--- config.mk ---
export PLATFORM = sky130hd
export DESIGN_NAME = rr_mux_arbiter
export DESIGN_NICKNAME = d
export VERILOG_FILES = /design/src/rtl/rr_mux_arbiter.sv
export SDC_FILE = /design/constraint.sdc
export NUM_CORES = 1
export LEC_CHECK = 0
export CORE_AREA = 2 2 39 41
export CTS_BUF_LIST = sky130_fd_sc_hd__clkbuf_8
export DETAILED_ROUTE_END_ITERATION = 8
export DIE_AREA = 0 0 41 43
export HOLD_SLACK_MARGIN = 0.12
export PLACE_DENSITY_LB_ADDON = 0.05
export REMOVE_ABC_BUFFERS = 1
export SKIP_CTS_REPAIR_TIMING = 1
export SYNTH_ARGS = -nofsm -noshare
export SYNTH_HDL_FRONTEND = slang
export SYNTH_SLANG_ARGS = --single-unit
--- constraint.sdc ---
create_clock -name clk -period 1.5 [get_ports clk]
set_input_delay 0.225 -clock clk [delete_from_list [all_inputs] [get_ports clk]]
set_output_delay 0.225 -clock clk [all_outputs]
set_load 0.01 [all_outputs]
--- src/rtl/rr_mux_arbiter.sv ---
// rr_mux_arbiter: round-robin arbiter driving a registered mux select and one valid/ready output port.
// Optional per-requester transfer counters on grant_cnt when RR_ARB_PERF_EN is defined.
module rr_mux_arbiter #(
  parameter int N_INPUTS = 2,
  parameter int DWIDTH = 8,
  localparam int SW = $clog2(N_INPUTS)
) (
  input  logic              clk,
  input  logic              rst_n,
  input  logic [N_INPUTS-1:0] req_valid,
  input  logic [DWIDTH-1:0] req_data [N_INPUTS],
  output logic [N_INPUTS-1:0] req_ready,
  output logic              out_valid,
  output logic [DWIDTH-1:0] out_data,
  input  logic              out_ready,
  output logic [SW-1:0]     sel,
`ifdef RR_ARB_PERF_EN
  output logic              busy,
  output logic [15:0]       grant_cnt [N_INPUTS]
`else
  output logic              busy
`endif
);
  typedef enum logic {IDLE, GRANT} state_e;
  state_e state_q, state_d;
  logic [SW-1:0] ptr_q, ptr_d, sel_q, sel_d, nxt_ptr, start, win;
  logic xfer, found;
  int idx;
  assign busy = state_q == GRANT;
  assign sel = sel_q;
  assign out_valid = busy && req_valid[sel_q];
  assign out_data = req_data[sel_q];
  assign xfer = out_valid && out_ready;
  assign nxt_ptr = (sel_q == SW'(N_INPUTS - 1)) ? '0 : sel_q + 1'b1;
  assign start = busy ? nxt_ptr : ptr_q;
  always_comb begin
    for (int i = 0; i < N_INPUTS; i++) req_ready[i] = busy && out_ready && sel_q == SW'(i);
  end
  // In GRANT the search only matters on a transfer, so it always skips the current sel.
  always_comb begin
    found = 1'b0;
    win = sel_q;
    idx = 0;
    for (int i = 0; i < N_INPUTS; i++) begin
      idx = (int'(start) + i >= N_INPUTS) ? int'(start) + i - N_INPUTS : int'(start) + i;
      if (!found && req_valid[idx] && !(busy && idx == int'(sel_q))) begin
        found = 1'b1;
        win = SW'(idx);
      end
    end
  end
  always_comb begin
    state_d = state_q;
    ptr_d = ptr_q;
    sel_d = sel_q;
    if (!busy) begin
      sel_d = found ? win : sel_q;
      state_d = found ? GRANT : IDLE;
    end else if (xfer) begin
      ptr_d = nxt_ptr;
      sel_d = win;
      state_d = found ? GRANT : IDLE;
    end else if (!req_valid[sel_q]) begin
      state_d = IDLE;
    end
  end
  always_ff @(posedge clk or negedge rst_n) begin
    if (!rst_n) begin
      state_q <= IDLE;
      ptr_q <= '0;
      sel_q <= '0;
    end else begin
      state_q <= state_d;
      ptr_q <= ptr_d;
      sel_q <= sel_d;
    end
  end
`ifdef RR_ARB_PERF_EN
  logic [15:0] cnt_q [N_INPUTS];
  logic [15:0] cnt_d [N_INPUTS];
  assign grant_cnt = cnt_q;
  always_comb begin
    for (int i = 0; i < N_INPUTS; i++)
      cnt_d[i] = (xfer && sel_q == SW'(i) && cnt_q[i] != 16'hFFFF) ? cnt_q[i] + 16'd1 : cnt_q[i];
  end
  always_ff @(posedge clk or negedge rst_n) begin
    if (!rst_n) begin
      for (int i = 0; i < N_INPUTS; i++) cnt_q[i] <= '0;
    end else begin
      cnt_q <= cnt_d;
    end
  end
`endif
endmodule

## After elaboration in Yosys (flattened, before gate mapping)

Cells that the tools add are included.

- Output and inout port bits: 13
- Register bits: 3
- Input bits: 21
- Word-level logic and storage cells: 60

- Bitwise operators: 2
- $add $sub $neg: 4
- Multiplexer cells: 26
- Equality and inequality tests: 3
- Reductions and logical operators: 16
- Magnitude comparators: 6

Operators with widths:

| kind | number |
|---|---|
| $eq A32 B2 Y1 | 2 |
| $lt A32 B3 Y1 const B | 2 |
| $mux W32 | 2 |
| $ge A32 B3 Y1 const B | 1 |
| $sub A32 B3 Y32 const B | 1 |
| $mux W8 | 3 |
| $mux W1 | 21 |
| $logic_and A1 B1 Y1 | 10 |
| $reduce_and A2 Y1 | 2 |
| $logic_not A1 Y1 | 3 |
| $sub A1 B2 Y3 const B | 1 |
| $add A1 B1 Y2 const B | 1 |
| $ge A1 B2 Y1 const B | 1 |
| $ge A2 B2 Y1 const B | 1 |
| $lt A1 B2 Y1 const B | 1 |
| $ne A2 B1 Y1 const B | 1 |
| $not A1 Y2 | 1 |
| $reduce_bool A2 Y1 | 1 |
| $add A1 B1 Y1 const B | 1 |
| $not A1 Y1 | 1 |

## Longest topological paths before layout

Gate-level depths: netlist (run 1).

- Word-level depth: 17
- Gate-level depth with buffers: 5
- Gate-level depth less buffers: 3

## Worst setup path after synthesis (run 1)

OpenSTA, ideal clock, no wires.

- Kind: register to output
- From: register sel_q (netlist: sel)
- To: output out_data[4]
- Data required time: 1275 ps
- Arrival time: 979 ps
- Cell stages (with the launch flop): 4
- Path buffers: 2
- Setup slack: 296 ps
- Cell sequence: dfrtp_1 buf_6 buf_8 mux2_4

- Word-level cells in the longest chain between the ends: 4

Ends and longest elaborated chain:

| what | line | text |
|---|---|---|
| from (decl) | 26 | `logic [SW-1:0] ptr_q, ptr_d, sel_q, sel_d, nxt_ptr, start, win;` |
| from (signal assigned) | 75 | `sel_q <= sel_d;` |
| $not A1 Y2 (not written as such) | 32 | `assign out_data = req_data[sel_q];` |
| $mux W8 (not written as such) (3 in a row) | 32 |  |
| to (decl) | 14 | `output logic [DWIDTH-1:0] out_data,` |

No other way between the ends. The select of a mux whose other input is x is not followed.

## Worst setup path after layout (run 1)

- From: register sel_q (netlist: sel)
- To: output out_data[1]

The elaborated chain is that of the path after synthesis.

==> metrics.md, run 1 <==
| Metric | Value |
|---|---|
| Tightest Hold Check Type | `in -> async` |
| 1st-pass router iterations | `4` |
| Reg2Reg Depth | `4` |
| Die height | `roughly 43 um` |
| Clk sinks | `3` |
| Worst-path clk slew | `roughly 0.030 ns` |
| Final hold violations | `0` |
| Most frequent cells in the layout | `clkdlybuf4s50_1, buf_4, dlymetal6s2s_1` |
| RSZ-0062 raised after global routing | `true` |
| Final core utilization | `approximately 57%` |
| Commonest non-fill, non-tap cell in the layout | `clkdlybuf4s50_1` |
| Leak Pwr | `~0.42 nW` |
| Via-to-Cell Ratio | `about 4.5` |
| Core area | `around 0.0014 mm^2` |
| Design area | `782 um^2` |
| Final std cells w/o fill | `94` |
| Run status | `finished with violations` |
| Placed cell areas | `718 um^2` |
| Worst skew pair latency | `around 0.21 ns` |
| Clk buf depth | `2` |
| Worst vdd ir | `approximately 0.82 mV` |
| Synth Area per Inst | `about 9.7 um^2` |
| Cell taking the most area after synthesis | `dfrtp_1` |
| Number of buffers added on ports | `33` |
| Max Cap Viol | `0` |
| Levels on crit path | `4` |
| Cells after DPL | `between 80 and 90` |
| GRT Residual Overflow | `0` |
| Drt total wl | `1040 um` |
| DPL Wire Length | `roughly 850 um` |
| PD cells | `around 1400 mW/mm^2` |
| Crit path max fanout | `5` |
| Htree depth | `1` |
| CP delay by family, top | `flip-flops` |
| Worst Hold Slack | `approximately 0.2 ns` |
| Io pins | `34` |
| Startpoint types | `flip-flop` |
| Final setup vio count | `3` |
| Worst EP arrival | `between 1 and 1.5 ns` |
| Critical Path End | `out_data[1]` |
| Nets | `100` |
| Post-route ant nets | `0` |
| Sequential power share | `14.6%` |
| Fillers | `~130` |
| GR Util All Layers | `about an eighth` |
| Required time worst endpoint | `1.27 ns` |
| Number of global-route vias before repair | `between 400 and 500` |
| Mapped Area | `~320 um^2` |
| CP Capture Type | `primary output` |
| Slowest stage delay, CP | `about 0.44 ns` |
| Crit path buffers/inverters | `3` |
| WL/cell | `11.1 um` |
| Critical Path Start | `sel$_DFFE_PN0P_` |
| Layout cells sized above 1 | `35.9%` |
| Unique cell type count in the Yosys netlist | `18` |
| Master of the slowest instance on the critical path | `dfrtp_2` |
| Placer Congestion | `approximately 0.68` |
| Post-layout min period | `1.54 ns` |
| First-pass GRT wire length | `approximately 1500 um` |
| Drt drc | `0` |
| Switch share | `31.4%` |
| Drt first-iter violations | `9` |
| Tcrit/Tclk final | `102%` |
| Top-area cell type share of the netlist area | `a little under a quarter` |
| Worst-Margin Slew | `approximately 0.16 ns` |
| Initial Util | `between 20% and 30%` |
| Internal power | `slightly below 0.8 mW` |
| Register area share after synthesis | `between 20% and 30%` |
| R2R setup slack | `~0.42 ns` |
| Final WS setup | `-0.0369 ns` |
| Crit-path cells | `buf_12, buf_4, mux2_2, clkbuf_2` |
| Worst Skew | `0.00155 ns` |
| Failing checks | `negative setup slack` |
| #FFs+latches synth | `3` |
| CTS buffer count | `3` |
| Syn Inst Count | `33` |
| Dpl ws | `-0.243 ns` |
| Vias | `roughly 430` |
| Root Buffer | `clkbuf_8` |
| Synth Warn # | `0` |
| Max Freq | `around 650 MHz` |
| Die width | `approximately 41 um` |
| Headroom to the max-slew limit | `between 80 and 90%` |
| Comb pwr share | `between 60% and 70%` |
| Initial antenna violation count | `0` |
| Setup CP Type | `reg -> out` |
| Full die area | `approximately 0.0018 mm^2` |
| Area grow syn2layout | `143%` |
| CTS tree | `built` |
| Clock power share | `about a fifth` |
| Reg2reg start | `busy$_DFF_PN0_` |
| Net switching power | `roughly 0.35 mW` |
| Row cnt | `14` |
| Pin count of the biggest net entering global routing | `8` |
| Dominant cells by area after synthesis | `dfrtp_1, mux2_4, mux2_2` |
| ANT cells | `0` |
| Slew Limit Fails | `0` |
| R2R Path End | `sel$_DFFE_PN0P_` |
## worst register-to-register path, cell delays in order (launching register included)
cell and delay, ns:
dfrtp_1 0.41, buf_4 0.17, nand2b_1 0.15, a21oi_1 0.17
a211oi_2 0.06
## routing by layer
layer,track usage (%),share of wire (%),up-vias
met5,0,0,-
met4,6.00,0,0
met3,4.71,24,0
met2,20.9,41,32
met1,12.0,34,183
li1,-,-,211
## kinds of logic (layout without fill, tap and decap cells)
kind of cell,count (synthesis),in the layout,share of synthesized area [%]
compound gates,7,7,15.6
buf+inv,2,47,8.17
flops,3,3,23.3
mux,9,9,35.8
simple gates,12,12,17.1
## worst min-delay path by stage
| stage | endpoint | cells past startpoint |
|---|---|---|
| 2_1_floorplan | busy$_DFF_PN0_ | 0 |
| 3_3_place_gp | sel$_DFFE_PN0P_ | 1 |
| 3_5_place_dp | ptr_q$_DFFE_PN0P_ | 1 |
| 4_1_cts | busy$_DFF_PN0_ | 1 |
| 5_1_grt | busy$_DFF_PN0_ | 1 |
| 6_report | busy$_DFF_PN0_ | 1 |
## flip-flops by register name, summed over array words and instances, names as in the netlist
name   flops
sel        1
ptr_q      1
busy       1
## power by group through the flow
stage	clock network, mW	registers (mW)	logic, mW
2_1_floorplan	0	0.207	0.259
6_report	0.223	0.164	0.739
4_1_cts	0.232	0.162	0.746
3_5_place_dp	0	0.163	0.745
5_1_grt	0.234	0.171	0.805
3_3_place_gp	0	0.163	0.744
## stage by stage
step | power (mW) | TNS (ns)
after floorplan | 0.466 | 0
after global placement | 0.907 | -1.34
after detailed placement | 0.908 | -1.37
after CTS | 1.14 | -3.53
after global routing | 1.21 | -0.251
final | 1.13 | -0.107
## cell usage after synthesis, drive strengths merged
cell type,number
nand2,4
a31oi,1
a21oi,1
o221ai,1
o21ai,2
buf,2
dfrtp,3
and3,1
nand2b,2
a21boi,1
mux2,8
nor2,4
nand3,1
mux2i,1
a211oi,1
## layout make-up
class	count	area [um^2]	area share, %
well taps	16	20.0	2.56
multi-input cells	28	220	28.2
repair buffers	43	420	53.8
flip-flops and latches	3	76.3	9.76
clock buffers	3	41.3	5.28
clock inverters	1	3.75	0.480
(Power assumes the default switching activity.)
==> run 2: changes to the inputs <==
--- a/config.mk
+++ b/config.mk
@@ -10,7 +10,7 @@
 export DETAILED_ROUTE_END_ITERATION = 8
 export DIE_AREA = 0 0 41 43
 export HOLD_SLACK_MARGIN = 0.12
-export PLACE_DENSITY_LB_ADDON = 0.05
+export PLACE_DENSITY_LB_ADDON = 0.15
 export REMOVE_ABC_BUFFERS = 1
 export SKIP_CTS_REPAIR_TIMING = 1
 export SYNTH_ARGS = -nofsm -noshare
==> run 2 against run 1 <==
Effect of this change:
- the run still ends with negative setup slack left
- clock power is essentially flat
- utilization up 5.0 points
- sequential power decreased by 5%
- sequential share of layout area down 0.79 points
- power increased by 18%
- worst setup slack worse by 0.13 ns
- final area is 8.8% higher
==> metrics.md, run 2 (synthesis gave the netlist of run 1 again) <==
| Metric | Value |
|---|---|
| Vias | `436 (was 426)` |
| Final setup vio count | `6 (was 3)` |
| First-pass GRT wire length | `1550 um (was 1510 um)` |
| Pin count of the biggest net entering global routing | `16 (was 8)` |
| Slew Limit Fails | `0 (unchanged)` |
| Drt drc | `0 (unchanged)` |
| Htree depth | `1 (unchanged)` |
| Worst-path clk slew | `0.03 ns (about the same)` |
| Worst-Margin Slew | `0.177 ns (was 0.161 ns)` |
| Net switching power | `0.416 mW (was 0.353 mW)` |
| Worst vdd ir | `1.01 mV (was 0.822 mV)` |
| Comb pwr share | `71.7% (was 65.6%)` |
| CTS buffer count | `3 (unchanged)` |
| DPL Wire Length | `815 um (was 850 um)` |
| Commonest non-fill, non-tap cell in the layout | `clkdlybuf4s50_1 (unchanged)` |
| GRT Residual Overflow | `0 (unchanged)` |
| Max Cap Viol | `0 (unchanged)` |
| Tightest Hold Check Type | `in -> async (unchanged)` |
| Number of global-route vias before repair | `375 (was 415)` |
| Clock power share | `16.7% (was 19.8%)` |
| Power Total | `1.33 mW (was 1.13 mW)` |
| Setup CP Type | `reg -> out (unchanged)` |
| Drt total wl | `1220 um (was 1040 um)` |
| Drt first-iter violations | `0 (was 9)` |
| Initial antenna violation count | `0 (unchanged)` |
| Nets | `105 (was 100)` |
| Max Freq | `599 MHz (was 651 MHz)` |
| Clk buf depth | `2 (unchanged)` |
| Internal power | `0.918 mW (was 0.773 mW)` |
| Post-layout min period | `1.67 ns (was 1.54 ns)` |
| ANT cells | `0 (unchanged)` |
| WL/cell | `12.3 um (was 11.1 um)` |
| Startpoint types | `flip-flop (unchanged)` |
| Full die area | `0.00176 mm^2 (unchanged)` |
| Final WS setup | `-0.170 ns (was -0.0369 ns)` |
| Run status | `finished with violations (unchanged)` |
| Number of buffers added on ports | `33 (unchanged)` |
| Headroom to the max-slew limit | `87.9% (was 89.0%)` |
| Worst skew pair latency | `0.21 ns (about the same)` |
| Fin Setup TNS | `-0.605 ns (was -0.107 ns)` |
| GR Util All Layers | `13.0% (was 12.3%)` |
| Leak Pwr | `0.456 nW (was 0.424 nW)` |
| Tcrit/Tclk final | `111% (was 102%)` |
| Final hold violations | `0 (unchanged)` |
| 1st-pass router iterations | `1 (was 4)` |
| Required time worst endpoint | `1.27 ns (about the same)` |
| Io pins | `34 (unchanged)` |
| Worst Skew | `0.00418 ns (was 0.00155 ns)` |
| Core area | `0.00138 mm^2 (unchanged)` |
| Clk sinks | `3 (unchanged)` |
| Row cnt | `14 (unchanged)` |
| Via-to-Cell Ratio | `4.40 (was 4.53)` |
| Sequential power share | `11.7% (was 14.6%)` |
| Crit path max fanout | `5 (unchanged)` |
| CTS tree | `built (unchanged)` |
| Dpl ws | `-0.252 ns (was -0.243 ns)` |
| Failing checks | `negative setup slack (unchanged)` |
| Placed cell areas | `703 um^2 (was 718 um^2)` |
| CP Capture Type | `primary output (unchanged)` |
| Area grow syn2layout | `165% (was 143%)` |
| Die height | `43 um (unchanged)` |
| Placer Congestion | `0.691 (was 0.685)` |
| Most frequent cells in the layout | `clkdlybuf4s50_1, buf_4, dlymetal6s2s_1 (unchanged)` |
| Design area | `851 um^2 (was 782 um^2)` |
| Layout cells sized above 1 | `45.8% (was 35.9%)` |
| RSZ-0062 raised after global routing | `true (unchanged)` |
| PD cells | `1570 mW/mm^2 (was 1440 mW/mm^2)` |
| Worst EP arrival | `1.44 ns (was 1.31 ns)` |
| Root Buffer | `clkbuf_8 (unchanged)` |
| Switch share | `31.2% (was 31.4%)` |
| Die width | `41 um (unchanged)` |
| Initial Util | `23.2% (unchanged)` |
| Post-route ant nets | `0 (unchanged)` |
==> run 2: worst paths after layout <==
| path | endpoint | start | slack, ns | depth (start not counted) |
|---|---|---|---|---|
| hold / removal | sel$_DFFE_PN0P_ | rst_n | 0.19 | 1 |
| min in group clk | ptr_q$_DFFE_PN0P_ | ptr_q$_DFFE_PN0P_ | 0.53 | 2 |
| setup reg to reg | sel$_DFFE_PN0P_ | sel$_DFFE_PN0P_ | 0.26 | 6 |
| setup / recovery | out_data[6] | sel$_DFFE_PN0P_ | -0.17 | 5 |
| max in group asynchronous | sel$_DFFE_PN0P_ | rst_n | 1.15 | 1 |
| hold reg to reg | ptr_q$_DFFE_PN0P_ | ptr_q$_DFFE_PN0P_ | 0.53 | 2 |
==> run 2: cell type report <==
cell class                      instances  area (um^2)
Clock buffer                            3         41.3
Clock inverter                          1         3.75
Fill cell                             121          533
Multi-Input combinational cell         28          239
Sequential cell                         3         76.3
Tap cell                               16         20.0
Timing Repair Buffer                   48          470
==> run 2: layer usage <==
metal	up-vias	part of all wire [%]	global-route usage [%]
met5	-	0	0
met4	0	0	4.00
met3	0	17	9.42
met2	29	44	20.6
met1	188	39	12.6
li1	219	-	-
==> run 2: per-stage QoR <==
stage                     utilization [%]  hold slack (ns)  std cells
after global placement               50.8            0.419         86
final                                61.5            0.194         99
after floorplan                         -          -0.0706         31
after detailed placement             50.8            0.417         86
after CTS                            54.1            0.190         90
after global routing                 61.5            0.196         99
==> run 2: power groups by stage <==
stage / registers [mW] / clock network [mW] / logic [mW]
after floorplan: 0.207 / 0 / 0.259
after global placement: 0.149 / 0 / 0.726
after detailed placement: 0.151 / 0 / 0.734
after CTS: 0.151 / 0.231 / 0.735
after global routing: 0.160 / 0.248 / 1.03
final: 0.156 / 0.222 / 0.956
==> run 2: worst max-delay path: stages (launching register included) <==
cell and delay (ns):
dfrtp_2 0.42, buf_6 0.13, clkbuf_16 0.14, buf_4 0.13, mux2_4 0.29, buf_6 0.12
==> RTL edit (config.mk and constraints of run 1) <==
The parameter `N_INPUTS` goes from 2 to 8.
--- a/src/rtl/rr_mux_arbiter.sv
+++ b/src/rtl/rr_mux_arbiter.sv
@@ -1,7 +1,7 @@
 // rr_mux_arbiter: round-robin arbiter driving a registered mux select and one valid/ready output port.
 // Optional per-requester transfer counters on grant_cnt when RR_ARB_PERF_EN is defined.
 module rr_mux_arbiter #(
-  parameter int N_INPUTS = 2,
+  parameter int N_INPUTS = 8,
   parameter int DWIDTH = 8,
   localparam int SW = $clog2(N_INPUTS)
 ) (
Ports: changed (resized req_data, req_ready, req_valid and sel); port bits go from 34 to 96. The function was not compared with the original's and may differ.
==> RTL edit against run 1 <==
- the run now fails in global placement without I/O
- synthesized cell count rose to 6.3 times the old value
- synthesized area grew to 6.1 times the old value
==> RTL edit: results (changes against run 1) <==
| Metric | Value |
|---|---|
| Outcome | `stopped before the end (was finished, violations left)` |
| Failed at | `global placement without I/O` |
| Error | `[ERROR FLW-0024] Place density exceeds 1.0 (current PLACE_DENSITY_LB_ADDON =  0.05). Please check if the value of  PLACE_DENSITY_LB_ADDON is between 0 and 0.99.` |
| Post-synth ARST share | `100% (unchanged)` |
| Number of synthesized register bits | `7 (was 3)` |
| Distinct cells, synth | `56 (was 18)` |
| Synth Flop Type | `dfrtp_1 (unchanged)` |
| Mapped Cells | `209 (was 33)` |
| Register area share after synthesis | `8.89% (was 23.3%)` |
| Ys Warns | `0 (unchanged)` |
| Num rows | `14 (unchanged)` |
| Synth top area cells | `mux4_2 27%, dfrtp_1 8.9%, ha_1 6.4% (was dfrtp_1 23%, mux2_4 19%, mux2_2 11%)` |
| Post-synth top cells | `24 x mux4_2, 23 x nand2_1, 22 x nor2_1 (was 4 x mux2_4, 4 x nand2_1, 4 x nor2_1)` |
-- RTL edit: cell count changes after synthesis, sizes merged, moves of 6 or more --
cell and change:
ha +10, nor2 +18, mux2i +11, nand3 +7, buf +6, mux4 +24
nand2 +19, inv +8, a21oi +10
-- RTL edit: cell families after synthesis --
logic type	synth area share, %
buffers and inverters	4.57
AO/OA/AOI/OAI	19.6
flip-flops	8.89
AND/OR/NAND/NOR	18.2
multiplexers	38.7
adder cells (fa/ha/maj)	6.35
XOR/XNOR	3.62
